## config.mk

```make
export PLATFORM = sky130hd
export DESIGN_NAME = uart_tx
export DESIGN_NICKNAME = d
export VERILOG_FILES = /design/src/rtl/uart_tx.sv
export SDC_FILE = /design/constraint.sdc
export NUM_CORES = 1
export LEC_CHECK = 0
export BUFFER_PORTS_ARGS = -buffer_cell sky130_fd_sc_hd__buf_2
export CAP_MARGIN = 5
export CORE_MARGIN = 1.5
export CORE_UTILIZATION = 51
export DETAILED_ROUTE_END_ITERATION = 6
export PLACE_DENSITY = 0.75
export SLEW_MARGIN = 5
export SYNTH_ARGS = -nofsm -noshare
export SYNTH_HDL_FRONTEND = slang
export SYNTH_SLANG_ARGS = --single-unit
```

## constraint.sdc

```tcl
create_clock -name clk_i -period 2.2 [get_ports clk_i]
set_input_delay 0.66 -clock clk_i [delete_from_list [all_inputs] [get_ports clk_i]]
set_output_delay 0.66 -clock clk_i [all_outputs]
set_load 0.05 [all_outputs]
```

## src/rtl/uart_tx.sv

```systemverilog
// UART transmitter that pulls bytes from a synchronous FIFO's read side and
// shifts them out as 1 start bit, DBITS data bits (LSB first), optional parity and 1-2 stop bits.
module uart_tx #(
    parameter int CLKDIV   = 434,
    parameter int DBITS    = 8,
    parameter int PARITY   = 0,
    parameter int STOPBITS = 1
) (
    input  logic             clk_i,
    input  logic             rst_i,
    input  logic             fifo_empty,
    input  logic [DBITS-1:0] fifo_data,
    output logic             fifo_pop,
    input  logic             cts_n,
    output logic             txd,
    output logic             busy,
    output logic [2:0]       dbg_state_o
);

    localparam int             BW        = $clog2(CLKDIV);
    localparam logic [BW-1:0]  BCNT_LOAD = BW'(CLKDIV - 1);
    localparam logic [2:0]     LAST_DBIT = 3'(DBITS - 1);
    localparam logic [2:0]     LAST_SBIT = 3'(STOPBITS - 1);
    localparam logic           ODD_PAR   = (PARITY == 2);

    typedef enum logic [2:0] {
        IDLE  = 3'd0,
        START = 3'd1,
        DATA  = 3'd2,
        PAR   = 3'd3,
        STOP  = 3'd4
    } state_e;

    state_e             state_q, state_d;
    logic [BW-1:0]      bcnt_q, bcnt_d;
    logic [2:0]         nbit_q, nbit_d;
    logic [DBITS-1:0]   shreg_q, shreg_d;
    logic               par_q, par_d;
    logic               txd_q, txd_d;
    logic               launch;
    logic               bit_done;
    logic               start_frame;

    always_comb begin
        // Reset also blocks a pop so no byte is taken from the FIFO and then discarded.
        launch      = !fifo_empty && !cts_n && !rst_i;
        bit_done    = (bcnt_q == '0);
        start_frame = 1'b0;
        fifo_pop    = 1'b0;
        state_d     = state_q;
        bcnt_d      = bcnt_q;
        nbit_d      = nbit_q;
        shreg_d     = shreg_q;
        par_d       = par_q;

        if (state_q != IDLE) begin
            bcnt_d = bcnt_q - BW'(1);
        end

        case (state_q)
            IDLE: begin
                start_frame = launch;
            end
            START: begin
                if (bit_done) begin
                    state_d = DATA;
                    bcnt_d  = BCNT_LOAD;
                    nbit_d  = 3'd0;
                end
            end
            DATA: begin
                if (bit_done) begin
                    shreg_d = shreg_q >> 1;
                    bcnt_d  = BCNT_LOAD;
                    if (nbit_q == LAST_DBIT) begin
                        nbit_d  = 3'd0;
                        state_d = (PARITY != 0) ? PAR : STOP;
                    end else begin
                        nbit_d = nbit_q + 3'd1;
                    end
                end
            end
            PAR: begin
                if (bit_done) begin
                    state_d = STOP;
                    bcnt_d  = BCNT_LOAD;
                    nbit_d  = 3'd0;
                end
            end
            STOP: begin
                if (bit_done) begin
                    bcnt_d = BCNT_LOAD;
                    if (nbit_q == LAST_SBIT) begin
                        // Chain straight into the next frame when another byte is ready.
                        start_frame = launch;
                        state_d     = IDLE;
                        nbit_d      = 3'd0;
                    end else begin
                        nbit_d = nbit_q + 3'd1;
                    end
                end
            end
            default: begin
                state_d = IDLE;
            end
        endcase

        if (start_frame) begin
            fifo_pop = 1'b1;
            shreg_d  = fifo_data;
            par_d    = (^fifo_data) ^ ODD_PAR;
            state_d  = START;
            bcnt_d   = BCNT_LOAD;
            nbit_d   = 3'd0;
        end

        // The line level is registered from the next state so txd never glitches.
        case (state_d)
            START:   txd_d = 1'b0;
            DATA:    txd_d = shreg_d[0];
            PAR:     txd_d = par_d;
            default: txd_d = 1'b1;
        endcase
    end

    always_ff @(posedge clk_i) begin
        if (rst_i) begin
            state_q <= IDLE;
            bcnt_q  <= '0;
            nbit_q  <= 3'd0;
            shreg_q <= '0;
            par_q   <= 1'b0;
            txd_q   <= 1'b1;
        end else begin
            state_q <= state_d;
            bcnt_q  <= bcnt_d;
            nbit_q  <= nbit_d;
            shreg_q <= shreg_d;
            par_q   <= par_d;
            txd_q   <= txd_d;
        end
    end

    assign txd         = txd_q;
    assign busy        = (state_q != IDLE);
    assign dbg_state_o = state_q;

endmodule

```

# ---- Word-level counts from Yosys, hierarchy flattened
# Cells that the tools add are included.
dict set report word_totals {
  ff_bits 25
}
dict set report op_classes {
  n_addsub 2
  eq_ne 11
  mux 27
  reduce_logical 18
}
# cell count
set op_table {}
lappend op_table {{3-bit two-way mux} 12}
lappend op_table {{9-bit two-way mux} 4}
lappend op_table {{8-bit two-way mux} 3}
lappend op_table {{3-bit case mux with 5 select lines} 1}
lappend op_table {{3-bit by 2-bit equality test with 1-bit output (second input constant)} 4}
lappend op_table {{9-bit logical NOT} 1}
lappend op_table {{3-bit case mux with 3 select lines} 1}
lappend op_table {{9-bit by 1-bit subtractor with 9-bit output (second input constant)} 1}
lappend op_table {{8-bit parity} 1}
lappend op_table {{3-bit by 1-bit equality test with 1-bit output (second input constant)} 2}
lappend op_table {{3-bit equality test (second input constant)} 2}
lappend op_table {{3-bit logical NOT} 2}
lappend op_table {{3-bit nonzero test} 2}
lappend op_table {{1-bit two-way mux} 4}
lappend op_table {{2-bit inequality test (second input constant)} 2}
lappend op_table {{4-bit AND reduction} 1}
lappend op_table {{2-bit nonzero test} 2}
lappend op_table {{2-bit OR reduction} 2}
lappend op_table {{4-bit OR reduction} 1}
lappend op_table {{3-bit by 1-bit adder with 3-bit output (second input constant)} 1}
lappend op_table {{1-bit logical NOT} 3}
lappend op_table {{1-bit case mux with 3 select lines} 1}
lappend op_table {{1-bit logical AND} 2}
lappend op_table {{2-bit by 1-bit inequality test with 1-bit output (second input constant)} 1}
lappend op_table {{other kinds (2)} 2}

# ---- Depth between registers and ports, before layout
dict set report logic_depth {
  ltp_word 9
  depth_mapped 8
}

# ---- Worst setup path after synthesis
# No wires, ideal clock.
dict set report synth_timing {
  kind {input port to output port}
  from {in rst_i}
  to {out fifo_pop}
  t_arrival_ns 1.683
  required_ns 1.540
  slack_ns -0.143
  path_stages 4
  path_buffers 1
  cell_sequence {clkbuf_1 -> or4_1 -> a21o_4 -> clkinv_4}
}
dict set report synth_via {
  elab_chain_len 6
}
# item line
set synth_rtl {}
lappend synth_rtl {{start, declared} 10} ;# input logic rst_i,
lappend synth_rtl {{1-bit logical NOT *} 46} ;# launch = !fifo_empty && !cts_n && !rst_i;
lappend synth_rtl {{1-bit logical AND *} 46}
lappend synth_rtl {{1-bit two-way mux} 93} ;# if (nbit_q == LAST_SBIT) begin
lappend synth_rtl {{1-bit two-way mux} 91} ;# if (bit_done) begin
lappend synth_rtl {{1-bit case mux with 2 select lines *} 60} ;# case (state_q)
lappend synth_rtl {{1-bit two-way mux *} 108} ;# if (start_frame) begin
lappend synth_rtl {{end, declared} 13} ;# output logic fifo_pop,
# Every way passes the cells marked *; elsewhere a longest branch is shown, timed or not.

# ---- Worst setup path after layout
dict set report layout_timing {
  from {reg state_q[0] (netlist: dbg_state_o[0])}
  to {out fifo_pop}
}
dict set report layout_via {
  elab_chain_len 3
  word_cells_on_any_way 4
}
# item line
set layout_rtl {}
lappend layout_rtl {{start, declared} 34} ;# state_e state_q, state_d;
lappend layout_rtl {{start signal, assigned} 135} ;# state_q <= state_d;
lappend layout_rtl {{3-bit equality test or 3-bit logical NOT (tied branches)} 60}
lappend layout_rtl {{1-bit case mux with 2 select lines *} 60}
lappend layout_rtl {{1-bit two-way mux *} 108}
# Marks and branches as above.

==> reports/summary.md <==
* **leakage power** 0.699 nW
* **starting density of the core** 0.549
* **Worst Hold Slack** 0.494 ns
* **startpoint type of the worst setup path** register
* **Setup TNS Final** -0.169 ns
* **TritonCTS buffer count** 3
* **syn_nets** 170
* **Die Wd** 55.1 um
* **first-pass GRT wire length** 4620 um
* **number of global-route vias before repair** 1062
* **signal arrival time at the worst endpoint** 1.71 ns
* **sum of buffers and inverters on the critical path** 2
* **number of failing hold endpoints at the final stage** 0
* **Critical Path Fanout Max** 2
* **drt pass-1 iters** 4
* **vias per cell** 5.78
* **total of hold buffers inserted after clock tree synthesis** 0
* **global routing's busiest layer** met2
* **Hold/Removal Path Class** reg2reg
* **post-synthesis async set-or-reset flop share** 0
* **Post-Syn Area** 1380 um2
* **GR met1 Demand/Resource** 0.268
* **worst setup path startpoint** dbg_state_o[0]
* **placeable core region** 2520 um2
* **slew at the pin with the worst max-slew slack** 0.394 ns
* **number of clock sinks** 25
* **flip-flop and latch count after synthesis** 25
* **nets** 197
* **antenna violations before repair** 0
* **post-synthesis sequential area ratio** 0.362
* **number of flops mapped to enable cells by yosys** 0
* **total power divided by cell area** 1140 nW/um2
* **Clock Skews** 0.00363 ns
* **latest clock arrival within the worst-skew pair** 0.32 ns
* **outcome** finished, violations left
* **hold path startpoint** shreg_q[7]
* **I/O pins** 18
* **area added between synthesis and finish** 17.6%
* **warning count from the yosys run** 0
* **reg2reg start** bcnt_q[0]
* **GPL Wtd Cong** 0.945
* **antenna cells** 0
* **Largest stage delay, worst path** 0.43 ns
* **largest net degree at the start of global routing** 27
* **Cells after Synth** 153
* **maximum ir drop on the vdd rail** 0.672 mV
* **share of the clock period used by the worst path** 1.08
* **top achievable clock speed** 422 MHz
* **clock transition at the registers of the reported paths** 0.14 ns
* **unrepaired setup endpoints after global routing** true
* **total overflow reported by the global router** 0
* **cell chosen for the clock root** sky130_fd_sc_hd__clkbuf_4
* **CTS max path bufs** 2
* **max capacitance violation total** 0
* **clock tree from TritonCTS** built
* **slowest CP cell** sky130_fd_sc_hd__or4_4
* **relative max-transition margin** 0.737
* **Die Y** 55.1 um
* **met2 GRT Util** 0.375
* **Tmin final** 2.37 ns
* **crit-path leading delay family** simple AND/OR/NAND/NOR gates
* **total count of max-transition violations in the final report** 0
* **Setup CP Type** reg2out
* **combined global-route utilization of all metal layers** 0.211
* **WL final** 2860 um
* **average instance area after synthesis** 9.04 um2
* **number of port buffers** 17
* **Critical Path Sink Type** primary output
* **average detailed-routed wire length per instance** 13.7 um
* **floorplan row count** 18
* **Antenna Nets Post-Route** 0
* **detailed-route via count** 1208
* **global routing met3 resource utilization** 0.0242
* **number of distinct standard cells referenced by the synthesized netlist** 40
* **proportion of layout cells with a drive suffix above 1** 0.263
* **number of failing setup endpoints in the final timing report** 1
* **Main synth FF type** sky130_fd_sc_hd__dfxtp_1
* **DRC violations left** 0
* **worst path setup slack after routing** -0.169 ns
* **Critical Path RT** 1.54 ns
* **chain of cells forming the critical path** or2_1 -> or4_4 -> a21o_4 -> clkinv_8 -> buf_12
* **violations in the final reports** setup timing
* **DRC violation total after the first TritonRoute iteration** 20
* **H-Tree Level Count** 1
* **half-perimeter wire length after detailed placement** 2140 um
* **Die Area** 3030 um2
[cells in the final DEF (no fill, tap or decap), drive strengths merged, types with 2 or more instances in the layout]
master | Yosys | final
a211oi | 9 | 9
a21oi | 11 | 11
a22oi | 2 | 2
and3 | 2 | 2
buf | 4 | 30
clkbuf | 4 | 3
clkinv | 1 | 2
dfxtp | 25 | 25
ha | 5 | 5
inv | 5 | 5
mux2i | 8 | 8
nand2 | 9 | 9
nand2b | 2 | 2
nand3 | 6 | 6
nor2 | 14 | 14
nor2b | 4 | 4
nor3 | 2 | 2
nor3b | 2 | 2
nor4 | 6 | 6
nor4b | 2 | 2
o21ai | 2 | 2
o22a | 2 | 2
xnor2 | 11 | 11
xor2 | 3 | 3
[cell usage after synthesis (2+ instances only)]
master | number | area, um2
sky130_fd_sc_hd__nand2_1 | 9 | 33.8
sky130_fd_sc_hd__clkbuf_1 | 4 | 15.0
sky130_fd_sc_hd__nor4_1 | 5 | 31.3
sky130_fd_sc_hd__buf_2 | 2 | 10.0
sky130_fd_sc_hd__xnor2_1 | 11 | 96.3
sky130_fd_sc_hd__inv_1 | 5 | 18.8
sky130_fd_sc_hd__o22a_1 | 2 | 17.5
sky130_fd_sc_hd__dfxtp_1 | 25 | 500
sky130_fd_sc_hd__nor2b_1 | 4 | 25.0
sky130_fd_sc_hd__a22oi_1 | 2 | 15.0
sky130_fd_sc_hd__o21ai_0 | 2 | 10.0
sky130_fd_sc_hd__mux2i_1 | 8 | 80.1
sky130_fd_sc_hd__xor2_1 | 3 | 26.3
sky130_fd_sc_hd__a21oi_1 | 11 | 55.1
sky130_fd_sc_hd__and3_1 | 2 | 12.5
sky130_fd_sc_hd__nand2b_1 | 2 | 12.5
sky130_fd_sc_hd__nand3_1 | 6 | 30.0
sky130_fd_sc_hd__nor3_1 | 2 | 10.0
sky130_fd_sc_hd__nor3b_1 | 2 | 15.0
sky130_fd_sc_hd__nor2_1 | 14 | 52.6
sky130_fd_sc_hd__ha_1 | 5 | 62.6
sky130_fd_sc_hd__a211oi_1 | 9 | 67.6
[metrics by stage]
step	cell area, um2	std cells	power (mW)	setup slack (ns)	utilization
2_1_floorplan	1400	153	1.30	-0.0795	-
3_3_place_gp	1560	204	1.56	-0.275	0.620
3_5_place_dp	1560	204	1.58	-0.279	0.620
4_1_cts	1610	208	1.81	-0.187	0.640
5_1_grt	1630	209	1.98	-0.213	0.645
6_report	1630	209	1.86	-0.169	0.645
[final timing paths]
kind | cells past startpoint | slack (ns) | to
max reg2reg | 9 | 0.20 | txd
min | 2 | 0.49 | shreg_q[7]
min reg2reg | 2 | 0.49 | shreg_q[7]
max | 5 | -0.17 | fifo_pop
[worst register-to-register path: stages, from the launching register on]
cell	delay (ns)
sky130_fd_sc_hd__dfxtp_2	0.36
sky130_fd_sc_hd__inv_2	0.06
sky130_fd_sc_hd__ha_2	0.17
sky130_fd_sc_hd__nor4b_4	0.22
sky130_fd_sc_hd__buf_4	0.15
sky130_fd_sc_hd__buf_4	0.12
sky130_fd_sc_hd__nand4b_1	0.16
sky130_fd_sc_hd__mux2i_1	0.26
sky130_fd_sc_hd__nand3b_1	0.10
sky130_fd_sc_hd__a211o_1	0.30
[what timing repair did]
item | in CTS | in global routing
gates resized for setup | 7 | 5
endpoints found under the setup margin | 1 | 1
buffers inserted | 0 | 1
pin swaps | 1 | 3
[state kept, by name (all words and copies together), names as in the netlist]
name,cells
shreg_q,8
nbit_q,3
dbg_state_o,3
bcnt_q,9
par_q,1
txd,1
[metal layers]
| layer | part of all wire | vias up |
|---|---|---|
| met5 | 0 | - |
| met4 | 0.0080 | 0 |
| met3 | 0.034 | 6 |
| met2 | 0.50 | 32 |
| met1 | 0.46 | 572 |
| li1 | - | 598 |
[where the power goes]
part | leakage (nW) | switching, mW | internal (mW)
logic | 0.476 | 0.533 | 0.462
clock network | 0.0177 | 0.143 | 0.0681
registers | 0.205 | 0.0995 | 0.553
[layout make-up]
class	count	area, um2
sequential	25	504
inverter	6	35.0
fill	228	895
clock inverter	1	5.00
timing repair buffer	30	198
multi-input combinational	114	826
tap	30	37.5
clock buffer	3	22.5
[logic make-up (layout without fill, tap and decap cells)]
kind of cell,after synthesis,after routing,share of synthesized area
AND/OR/NAND/NOR,55,55,0.231
AO/OA/AOI/OAI,32,32,0.165
flip-flops,25,25,0.362
XOR/XNOR,14,14,0.0886
buffers and inverters,14,40,0.0515
multiplexers,8,8,0.0579
adder cells (fa/ha/maj),5,5,0.0452
Note: power is estimated with default switching activity, not from simulation.
